--- config.mk ---
export PLATFORM = sky130hd
export DESIGN_NAME = fmul16_arbiter
export DESIGN_NICKNAME = d
export VERILOG_FILES = /design/src/rtl/fmul16_arbiter.sv
export SDC_FILE = /design/constraint.sdc
export NUM_CORES = 1
export LEC_CHECK = 0
export CAP_MARGIN = 5
export CELL_PAD_IN_SITES_DETAIL_PLACEMENT = 0
export CELL_PAD_IN_SITES_GLOBAL_PLACEMENT = 1
export CORE_UTILIZATION = 26
export CTS_CLUSTER_DIAMETER = 50
export DETAILED_ROUTE_END_ITERATION = 8
export GPL_TIMING_DRIVEN = 0
export PLACE_DENSITY_LB_ADDON = 0.1
export SKIP_CTS_REPAIR_TIMING = 1
export SKIP_LAST_GASP = 1
export SYNTH_ARGS = -nofsm -noshare
export SYNTH_HDL_FRONTEND = slang
export SYNTH_SLANG_ARGS = --single-unit
--- constraint.sdc ---
create_clock -name CLK -period 3.5 [get_ports CLK]
set_input_delay 0.875 -clock CLK [delete_from_list [all_inputs] [get_ports CLK]]
set_output_delay 0.875 -clock CLK [all_outputs]
set_load 0.01 [all_outputs]
--- src/rtl/fmul16_arbiter.sv ---
// ---------------------------------------------------------------------------
// fmul16_arbiter
//
// Purpose:
//   Shares one external combinational FP16 multiplier between NUM_REQ
//   requesters. Requests are arbitrated round-robin. Only one operation is in
//   flight at a time. Each operation walks IDLE -> ISSUE -> RESP. The arbiter
//   only moves operands and the product around and never inspects their
//   contents, so NaN, Inf, zero and subnormal values pass through unchanged.
//
// Parameters:
//   NUM_REQ     number of requesters (2..8)
//   REQ_ID_W    requester index width, derived from NUM_REQ
//
// Ports:
//   CLK, RST      rising-edge clock, asynchronous active-high reset
//   req_valid     per-requester request
//   req_ready     per-requester accept (one-hot or zero, combinational in IDLE)
//   req_a, req_b  packed operands, requester i uses bits [16i+15:16i]
//   mul_a, mul_b  operands driven to the shared multiplier
//   mul_product   combinational product returned by the shared multiplier
//   rsp_valid     one-hot result valid, addressed to the owning requester
//   rsp_ready     per-requester result accept (only the owner's bit is used)
//   rsp_data      result, shared by all requesters
//   busy          high whenever the FSM is not in IDLE
//
// Optional feature (macro FMUL16_ARB_PERF_CNT_EN):
//   op_count      completed operations, wraps at 2^32
//   stall_count   RESP cycles spent waiting on the owner, saturates at 2^32-1
// ---------------------------------------------------------------------------
module fmul16_arbiter #(
  parameter  int NUM_REQ  = 4,
  localparam int REQ_ID_W = $clog2(NUM_REQ)
) (
  input  logic                  CLK,
  input  logic                  RST,
  input  logic [NUM_REQ-1:0]    req_valid,
  output logic [NUM_REQ-1:0]    req_ready,
  input  logic [NUM_REQ*16-1:0] req_a,
  input  logic [NUM_REQ*16-1:0] req_b,
  output logic [15:0]           mul_a,
  output logic [15:0]           mul_b,
  input  logic [15:0]           mul_product,
  output logic [NUM_REQ-1:0]    rsp_valid,
  input  logic [NUM_REQ-1:0]    rsp_ready,
  output logic [15:0]           rsp_data,
  output logic                  busy
`ifdef FMUL16_ARB_PERF_CNT_EN
  ,
  output logic [31:0]           op_count,
  output logic [31:0]           stall_count
`endif
);

  typedef enum logic [1:0] {
    IDLE,
    ISSUE,
    RESP
  } ArbState;

  ArbState               r_state;
  logic [REQ_ID_W-1:0]   r_rrPtr;
  logic [REQ_ID_W-1:0]   r_owner;
  logic [15:0]           r_mulA;
  logic [15:0]           r_mulB;
  logic [15:0]           r_rspData;
  logic [NUM_REQ-1:0]    r_rspValid;
  logic                  r_busy;

  logic                  w_found;
  logic [REQ_ID_W-1:0]   w_winner;
  logic [REQ_ID_W-1:0]   w_nextPtr;
  logic                  w_ownerReady;

  // Round-robin winner search. Offsets are walked from the far end back to
  // rr_ptr so that the last hit, the one closest to rr_ptr, wins without a
  // loop break. The index is kept one bit wider so the wrap past NUM_REQ-1
  // also works when NUM_REQ is not a power of two.
  always_comb begin
    logic [REQ_ID_W:0] idx;
    idx      = '0;
    w_found  = 1'b0;
    w_winner = '0;
    for (int k = NUM_REQ - 1; k >= 0; k--) begin
      idx = {1'b0, r_rrPtr} + (REQ_ID_W + 1)'(k);
      if (idx >= (REQ_ID_W + 1)'(NUM_REQ)) begin
        idx = idx - (REQ_ID_W + 1)'(NUM_REQ);
      end
      if (req_valid[idx[REQ_ID_W-1:0]]) begin
        w_found  = 1'b1;
        w_winner = idx[REQ_ID_W-1:0];
      end
    end
  end

  // The pointer moves to the slot just after the winner, wrapping to 0.
  assign w_nextPtr    = (w_winner == REQ_ID_W'(NUM_REQ - 1)) ? '0 : w_winner + 1'b1;
  assign w_ownerReady = rsp_ready[r_owner];

  // Accept is offered only in IDLE and never while reset is held, so a
  // requester can never see an accept that the FSM then ignores.
  assign req_ready = (r_state == IDLE && w_found && !RST) ? (NUM_REQ'(1) << w_winner) : '0;

  // Main FSM. All outputs except req_ready come from registers. Operands are
  // sampled only on the accept edge and then held, including after the
  // operation, until the next grant.
  always_ff @(posedge CLK or posedge RST) begin
    if (RST) begin
      r_state    <= IDLE;
      r_rrPtr    <= '0;
      r_owner    <= '0;
      r_mulA     <= '0;
      r_mulB     <= '0;
      r_rspData  <= '0;
      r_rspValid <= '0;
      r_busy     <= 1'b0;
    end else begin
      case (r_state)
        IDLE: begin
          if (w_found) begin
            r_mulA  <= req_a[16*w_winner +: 16];
            r_mulB  <= req_b[16*w_winner +: 16];
            r_owner <= w_winner;
            r_rrPtr <= w_nextPtr;
            r_busy  <= 1'b1;
            r_state <= ISSUE;
          end
        end
        ISSUE: begin
          r_rspData  <= mul_product;
          r_rspValid <= NUM_REQ'(1) << r_owner;
          r_state    <= RESP;
        end
        RESP: begin
          // Always return through IDLE so that every grant costs a full
          // arbitration cycle.
          if (w_ownerReady) begin
            r_rspValid <= '0;
            r_busy     <= 1'b0;
            r_state    <= IDLE;
          end
        end
        default: begin
          r_state <= IDLE;
        end
      endcase
    end
  end

  assign mul_a     = r_mulA;
  assign mul_b     = r_mulB;
  assign rsp_data  = r_rspData;
  assign rsp_valid = r_rspValid;
  assign busy      = r_busy;

`ifdef FMUL16_ARB_PERF_CNT_EN
  logic [31:0] r_opCount;
  logic [31:0] r_stallCount;

  // Performance counters. op_count wraps naturally. stall_count holds at its
  // maximum so a long stall is never reported as a short one.
  always_ff @(posedge CLK or posedge RST) begin
    if (RST) begin
      r_opCount    <= '0;
      r_stallCount <= '0;
    end else if (r_state == RESP) begin
      if (w_ownerReady) begin
        r_opCount <= r_opCount + 32'd1;
      end else if (r_stallCount != 32'hFFFF_FFFF) begin
        r_stallCount <= r_stallCount + 32'd1;
      end
    end
  end

  assign op_count    = r_opCount;
  assign stall_count = r_stallCount;
`endif

endmodule

==> impl_metrics.json, run 1 <==
{
  "status": "finished, final reports clean",
  "wire_per_inst_um": 16.4,
  "rsz0062_at_grt": "false",
  "dp.cells": 727,
  "critPathKind": "in2out",
  "stdcell_count": 745,
  "cts-root-buf": "clkbuf_16",
  "p_leak_uw": 0.00268,
  "synth-adder-area-share_pct": 0.756,
  "layout_setup_ws_ns": 0.0560,
  "first_pass_iters": 4,
  "drc": 0,
  "die-area_um2": 13200,
  "cp_max_fo": 17,
  "cap_violations": 0,
  "vias": 3569,
  "cp-start-kind": "input port",
  "hp-class": "reg2reg",
  "via_per_inst": 4.79,
  "synth_nets": 504,
  "fin_crit_ns": 3.44,
  "layout.nets": 729,
  "yosys.area.top_type": "dfrtp_1",
  "cts.sinks": 59,
  "h-tree-depth": 3,
  "syn_avg_cell_area_um2": 9.51,
  "netlist_instances": 348,
  "ys_seq_elements": 59,
  "post-route-util_pct": 49.3,
  "pwr-share-comb_pct": 57.0,
  "pwr-share-seq_pct": 25.3,
  "hold_viol_final": 0,
  "die_h_um": 115,
  "synth-xor-area-share_pct": 0,
  "pre_cts_slack_ns": -0.912,
  "clk_path_buf_depth": 2,
  "p_per_area_nw_per_um2": 817,
  "synth_compound_area_share_pct": 21.5,
  "yosysTopAreaCellShare_pct": 44.6,
  "cts_buffers": 9,
  "dpl.hpwl_mm": 9.33,
  "worstSetupEndpointType": "output port",
  "synthSimpleGateAreaFrac_pct": 16.2,
  "power_uw": 4910,
  "yosys-top-cells-area": "dfrtp_1 45%, mux2i_1 10%, a211oi_1 7.3%, and3_1 6.4%, nand2_1 6.1%",
  "start_util_pct": 27.1,
  "fp.dieW_um": 115,
  "async_flop_share_pct": 100,
  "finClkSkew_ns": 0.00515,
  "fin_crit_sh_pct": 98.4,
  "muxShareOfSynthArea_pct": 10.7,
  "gp_congestion": 0.753,
  "yosys-top-cells-count": "59 x dfrtp_1, 54 x nand2_1, 35 x o21ai_0, 34 x and3_1, 33 x mux2i_1",
  "synth_top_family_by_area": "compound AO/OA/AOI/OAI gates",
  "ys_seq_area_share_pct": 44.6,
  "syn-cell-area_um2": 3310,
  "grt_pass1_vias": 3598,
  "ir_drop_uv": 273,
  "critPathRequiredTime_ns": 2.62,
  "synth_edf_count": 0,
  "clock_power_share_pct": 17.7,
  "wl_mm": 12.2,
  "syn_to_final_growth_pct": 81.7,
  "antenna_found_initial": 0,
  "clkTransAtPathRegs_ns": 0.05,
  "setup_viol": 0,
  "yosys.cell_count.top_type": "dfrtp_1",
  "crit_arrival_ns": 2.57,
  "switching_share_pct": 38.4,
  "place.port_buffers": 210,
  "worstMarginPinSlew_ns": 0.672,
  "synthFlopType": "dfrtp_1",
  "num_rows": 40,
  "holdWs_ns": 0.471,
  "drtAntennaViolNets": 0,
  "grt_pass1_wl_mm": 18.8,
  "slew_headroom_pct": 55.1,
  "clk_latency_ns": 0.32,
  "grt_overflow_total": 0,
  "core_region_area_um2": 12200,
  "globalRouteTotalUtil_pct": 18.9,
  "grt_max_degree": 37,
  "fmax_mhz": 290,
  "synth-warning-count": 0,
  "p_sw_uw": 1890,
  "p_int_uw": 3030,
  "drt_iter0_drc": 155,
  "finalMaxSlewViolations": 0,
  "cts_tree": "done",
  "antenna_cells": 0,
  "drive_gt1_share_pct": 7.80,
  "pin_count": 211,
  "synth_cell_types": 33
}
[cell type report]
| type | instances | area [um^2] |
|---|---|---|
| Clock buffer | 10 | 239 |
| Multi-Input combinational cell | 252 | 1630 |
| Sequential cell | 59 | 1480 |
| Inverter | 5 | 33.8 |
| Timing Repair Buffer | 217 | 2180 |
| Tap cell | 168 | 210 |
| Clock inverter | 5 | 53.8 |
| Buffer | 29 | 191 |
| Fill cell | 1204 | 6200 |
[power by group through the flow]
stage,logic [uW],registers (uW),clock network (uW)
2_1_floorplan,1390,1370,0
3_3_place_gp,2760,1240,0
3_5_place_dp,2780,1250,0
4_1_cts,2790,1250,900
5_1_grt,3070,1290,934
6_report,2800,1240,869
[per-stage QoR]
stage | instance area, um^2 | TNS (ns)
after CTS | 5940 | -3.61
after global placement | 5620 | -19.46
final | 6020 | 0
after detailed placement | 5640 | -3.53
after floorplan | 3310 | 0
after global routing | 6020 | 0
[registers in the layout (all words and copies together), names as in the netlist]
name / cells
r_owner: 2
r_rrPtr: 2
rsp_valid: 4
r_state: 2
mul_a: 16
busy: 1
mul_b: 16
rsp_data: 16
[cells in the final DEF, fill, tap and decap left out, types with 2 or more instances in the layout]
master / netlist / final
a211oi_1: 32 / 32
a21oi_1: 2 / 2
a32o_1: 2 / 2
and3_1: 34 / 34
buf_2: 6 / 3
buf_4: 2 / 8
buf_6: 7 / 9
clkbuf_1: 16 / 13
clkbuf_16: 0 / 9
clkdlybuf4s50_1: 0 / 202
clkinv_2: 0 / 3
dfrtp_1: 59 / 59
dlymetal6s2s_1: 0 / 7
ha_1: 2 / 2
inv_1: 4 / 3
mux2i_1: 33 / 33
nand2_1: 54 / 54
nand2b_1: 2 / 2
nor2_1: 4 / 4
nor2b_1: 5 / 4
nor4_1: 3 / 3
o21ai_0: 35 / 35
o22ai_1: 31 / 31
o31ai_1: 2 / 2
[layer usage]
layer | wire length [um] | part of all wire (%) | up-vias | global-route usage (%)
met3 | 929 | 7.6 | 20 | 5.32
li1 | - | - | 1741 | -
met1 | 5270 | 43 | 1672 | 23.1
met4 | 232 | 1.9 | 0 | 8.14
met5 | 0 | 0 | - | 0
met2 | 5760 | 47 | 136 | 31.3
[cell families after synthesis]
logic type,Yosys count
buf+inv,37
compound gates,110
flops,59
simple gates,106
mux,34
fa+ha+maj,2
[path summary, 6_finish.rpt]
| path | startpoint | end | slack, ns | depth (start not counted) |
|---|---|---|---|---|
| setup / recovery | req_valid[3] | req_ready[2] | 0.06 | 9 |
| hold / removal | rsp_data[8] | rsp_data[8] | 0.47 | 2 |
| setup reg to reg | r_rrPtr[0] | mul_a[10] | 1.44 | 8 |
| hold reg to reg | rsp_data[8] | rsp_data[8] | 0.47 | 2 |
| max in group asynchronous | RST | mul_a[5] | 2.04 | 3 |
| min in group asynchronous | RST | r_owner[0] | 0.94 | 2 |
[worst max-delay path: stages]
cell and delay (ns):
dlymetal6s2s_1 0.20, nor2_1 0.10, or4b_4 0.54, buf_6 0.15
nand2_8 0.10, inv_12 0.07, ha_1 0.19, and3_1 0.15
dlymetal6s2s_1 0.17
No activity file was read; power rests on OpenSTA's default activity.
==> run 2, diff against run 1 <==
Settings changed: CORE_MARGIN set to 5.
==> impl_metrics.json, run 2 (synthesis results as in run 1) <==
{
  "status": "finished, final reports clean",
  "whs_path_depth": 2,
  "vias": 3583,
  "r2r_end": "mul_b[11]",
  "drive_gt1_share_pct": 7.65,
  "p_per_area_nw_per_um2": 827,
  "grt_pass1_wl_mm": 20.3,
  "cts_buffers": 9,
  "cp_max_fo": 17,
  "die_h_um": 123,
  "clk_path_buf_depth": 2,
  "power_uw": 4960,
  "via_per_inst": 4.79,
  "cts_tree": "done",
  "mostFrequentLayoutCells": "202 x clkdlybuf4s50_1, 59 x dfrtp_1, 54 x nand2_1",
  "layout.nets": 726,
  "cts-root-buf": "clkbuf_16",
  "drt_iter0_drc": 135,
  "core_region_area_um2": 12600,
  "grt_overflow_total": 0,
  "setup_tns_ns": 0,
  "place.port_buffers": 210,
  "reg2reg_from": "r_rrPtr[1]",
  "grt_max_degree": 62,
  "hold_viol_final": 0,
  "grt_pass1_vias": 3796,
  "fin_crit_sh_pct": 97.9,
  "pin_count": 211,
  "die-area_um2": 15100,
  "fmax_mhz": 292,
  "syn_to_final_growth_pct": 81.1,
  "setup_viol": 0,
  "num_rows": 41,
  "fin_crit_ns": 3.43,
  "r2r_cells": 7,
  "start_util_pct": 26.3,
  "cts.sinks": 59,
  "p_leak_uw": 0.00264,
  "hold_end": "rsp_data[5]",
  "rsz0062_at_grt": "true",
  "cap_violations": 0,
  "h-tree-depth": 3,
  "wire_per_inst_um": 17.7,
  "finalMaxSlewViolations": 0,
  "ir_drop_uv": 276,
  "final_common_cell": "clkdlybuf4s50_1",
  "crit_arrival_ns": 2.55,
  "first_pass_iters": 4,
  "slew_headroom_pct": 47.6,
  "worstMarginPinSlew_ns": 0.786,
  "finClkSkew_ns": 0.00476,
  "wl_mm": 13.2,
  "r2r_setup_slack_ns": 1.35,
  "dpl.hpwl_mm": 10.0,
  "gp_congestion": 0.775,
  "drtAntennaViolNets": 0,
  "clk_latency_ns": 0.33,
  "critPathRequiredTime_ns": 2.62,
  "min_from": "rsp_data[5]",
  "globalRouteTotalUtil_pct": 17.5,
  "worstSetupEndpointType": "output port",
  "drc": 0,
  "clkTransAtPathRegs_ns": 0.06,
  "cp-start-kind": "input port",
  "antenna_found_initial": 0,
  "critPathKind": "in2out",
  "hp-class": "reg2reg",
  "post-route-util_pct": 47.7,
  "fp.dieW_um": 123
}
## run 2: cell count changes in the layout (fill, tap and decap cells not counted), moves of 2 or more
cell | before | now
buf_8 | 0 | 2
buf_2 | 3 | 5
clkinv_2 | 3 | 1
buf_4 | 8 | 6
buf_6 | 9 | 7
inv_6 | 0 | 2
clkinvlp_4 | 0 | 2
## run 2: how the worst max path moves through the flow
stage                            start  cells past startpoint  slack [ns]           end
after detailed placement  req_valid[3]                      9       -0.91  req_ready[3]
final                     req_valid[2]                      9        0.07  req_ready[2]
after global placement             RST                      4       -1.60  req_ready[3]
after global routing      req_valid[2]                      9       -0.02  req_ready[3]
after floorplan                    RST                      2        0.12  req_ready[2]
after CTS                 req_valid[3]                      9       -0.92  req_ready[3]
## run 2: stage by stage
step	hold slack [ns]	setup slack, ns	instance area [um^2]	std cells
floorplan	0.468	0.120	3310	348
global placement	0.458	-1.60	5630	730
detailed placement	0.462	-0.909	5630	730
CTS	0.478	-0.917	5930	746
global route	0.495	-0.0181	5990	747
finish	0.471	0.0747	5990	748
## run 2: critical path, cell delays in order
cell            delay (ns)
dlymetal6s2s_1        0.15
nor2b_2               0.18
or4b_4                0.53
buf_8                 0.16
nand2_8               0.10
inv_12                0.07
ha_1                  0.19
and3_1                0.16
clkbuf_2              0.13
## run 2: report_power, final
part	switching, uW	leakage [uW]	total, uW	internal [uW]
logic	1410	0.00179	2820	1410
clock network	352	0.000142	907	556
registers	191	0.000706	1230	1040
## run 2: per-layer routing
| layer | track usage [%] | wire length, um | vias up |
|---|---|---|---|
| met4 | 6.51 | 198 | 0 |
| met2 | 28.5 | 6250 | 139 |
| met5 | 0 | 0 | - |
| met1 | 22.1 | 5800 | 1683 |
| met3 | 4.75 | 980 | 12 |
| li1 | - | - | 1749 |
## run 2: cell type report
type / instances / area (um^2)
clock inverters: 7 / 76.3
diodes: 1 / 2.50
plain buffers: 29 / 196
inverters: 5 / 33.8
fillers: 1250 / 6570
multi-input cells: 252 / 1630
flip-flops and latches: 59 / 1480
well taps: 172 / 215
clock buffers: 9 / 225
repair buffers: 214 / 2140
==> run 3, diff against run 2 <==
Settings changed: CORE_MARGIN 5 to 8.
==> impl_metrics.json, run 3 (synthesis results as in run 1) <==
{
  "status": "finished, final reports clean",
  "critPathMaxStageDelay_ns": 0.53,
  "clkTransAtPathRegs_ns": 0.06,
  "p_leak_uw": 0.00267,
  "layout.nets": 728,
  "antenna_cells": 0,
  "power_uw": 5030,
  "pre_cts_slack_ns": -0.909,
  "hold_end": "rsp_data[2]",
  "path_buf_inv": 4,
  "syn_to_final_growth_pct": 82.1,
  "wl_mm": 13.9,
  "fmax_mhz": 291,
  "dpl.hpwl_mm": 10.8,
  "critPathTopFamily": "simple AND/OR/NAND/NOR gates",
  "slew_headroom_pct": 52.4,
  "start_util_pct": 26.4,
  "drc": 0,
  "finalMaxSlewViolations": 0,
  "worstSetupEndpointType": "output port",
  "wire_per_inst_um": 18.6,
  "grt_max_degree": 38,
  "antenna_found_initial": 0,
  "fin_crit_ns": 3.43,
  "setup_viol": 0,
  "r2r_setup_slack_ns": 1.34,
  "path_cells": "dlymetal6s2s_1, nor2b_4, or4b_1, buf_6, nand2_8, inv_12, ha_1, and3_1, dlymetal6s2s_1",
  "via_per_inst": 4.79,
  "die-area_um2": 16600,
  "grt_overflow_total": 0,
  "rsz0062_at_grt": "false",
  "whs_path_depth": 2,
  "mostFrequentLayoutCells": "202 x clkdlybuf4s50_1, 59 x dfrtp_1, 54 x nand2_1",
  "cts.sinks": 59,
  "first_pass_iters": 5,
  "reg2reg_from": "r_rrPtr[0]",
  "grt_pass1_wl_mm": 21.7,
  "grt_pass1_vias": 3759,
  "clk_path_buf_depth": 2,
  "crit_arrival_ns": 2.56,
  "num_rows": 41,
  "drt_iter0_drc": 144,
  "fin_crit_sh_pct": 98.1,
  "hp-class": "reg2reg",
  "core_region_area_um2": 12500,
  "worstMarginPinSlew_ns": 0.712,
  "layout_setup_ws_ns": 0.0667,
  "ir_drop_uv": 322,
  "final_common_cell": "clkdlybuf4s50_1",
  "place.port_buffers": 210,
  "cts-root-buf": "clkbuf_16",
  "finClkSkew_ns": 0.00465,
  "cp_max_fo": 17,
  "cts_tree": "done",
  "r2r_end": "mul_b[11]",
  "globalRouteTotalUtil_pct": 16.9,
  "multi_input_area_um2": 1630,
  "crit_top_cell": "dlymetal6s2s_1",
  "p_per_area_nw_per_um2": 835,
  "fp.dieW_um": 129,
  "die_h_um": 129,
  "cp-start-kind": "input port",
  "drtAntennaViolNets": 0,
  "min_from": "rsp_data[2]",
  "pin_count": 211,
  "hold_viol_final": 0,
  "crit_slowest_cell": "or4b_1",
  "critPathKind": "in2out",
  "cap_violations": 0,
  "cts_buffers": 9,
  "drive_gt1_share_pct": 7.64,
  "h-tree-depth": 3,
  "clk_latency_ns": 0.33,
  "vias": 3583,
  "r2r_cells": 8,
  "critPathRequiredTime_ns": 2.62,
  "regArea_um2": 1480,
  "fill_cells": 1246,
  "gp_congestion": 0.759
}
run 3: changes by cell type in the layout (fill, tap and decap cells not counted), sizes merged:
cell	previous run	this run
clkinvlp	2	1
inv	7	5
clkbuf	23	26
bufinv	1	2
diode	1	0
run 3: worst max-delay path by stage:
stage,slack (ns),depth (start not counted),endpoint,startpoint
floorplan,0.12,2,req_ready[2],RST
global placement,-1.60,4,req_ready[3],RST
detailed placement,-0.91,7,req_ready[0],req_valid[3]
CTS,-0.93,7,req_ready[0],req_valid[3]
global route,0.02,9,req_ready[2],req_valid[0]
finish,0.07,9,req_ready[2],req_valid[2]
run 3: metal layers:
| metal | vias to the layer above | GRT usage, % | routed length [um] |
|---|---|---|---|
| met5 | - | 0 | 0 |
| met4 | 0 | 4.98 | 135 |
| met3 | 10 | 6.62 | 1350 |
| met2 | 142 | 26.6 | 6530 |
| met1 | 1687 | 20.8 | 5920 |
| li1 | 1744 | - | - |
run 3: cell type report:
type                    count  share of cell area [%]
multi-input cells         252                    27.1
inverters                   5                   0.519
plain buffers              29                    3.18
clock inverters             5                    1.29
repair buffers            216                    35.9
flip-flops and latches     59                    24.5
clock buffers              10                    3.96
well taps                 172                    3.57
run 3: where the power goes:
part | internal [uW] | leakage [uW] | switching [uW]
sequential | 1040 | 0.000706 | 195
clock | 636 | 0.000154 | 318
combinational | 1410 | 0.00181 | 1430
run 3: worst min-delay path, cell delays in order (launching register included):
cell,delay [ns]
dfrtp_1,0.34
nand2_1,0.05
nand2_1,0.06
run 3: metrics by stage:
step / hold WS [ns] / setup TNS, ns / area (um^2) / cells / util (%)
after floorplan: 0.468 / 0 / 3310 / 348 / -
after global placement: 0.459 / -19.17 / 5630 / 730 / 45.0
after detailed placement: 0.465 / -3.57 / 5650 / 731 / 45.1
after CTS: 0.477 / -3.65 / 5960 / 746 / 47.7
after global routing: 0.499 / 0 / 6030 / 748 / 48.2
final: 0.474 / 0 / 6030 / 748 / 48.2
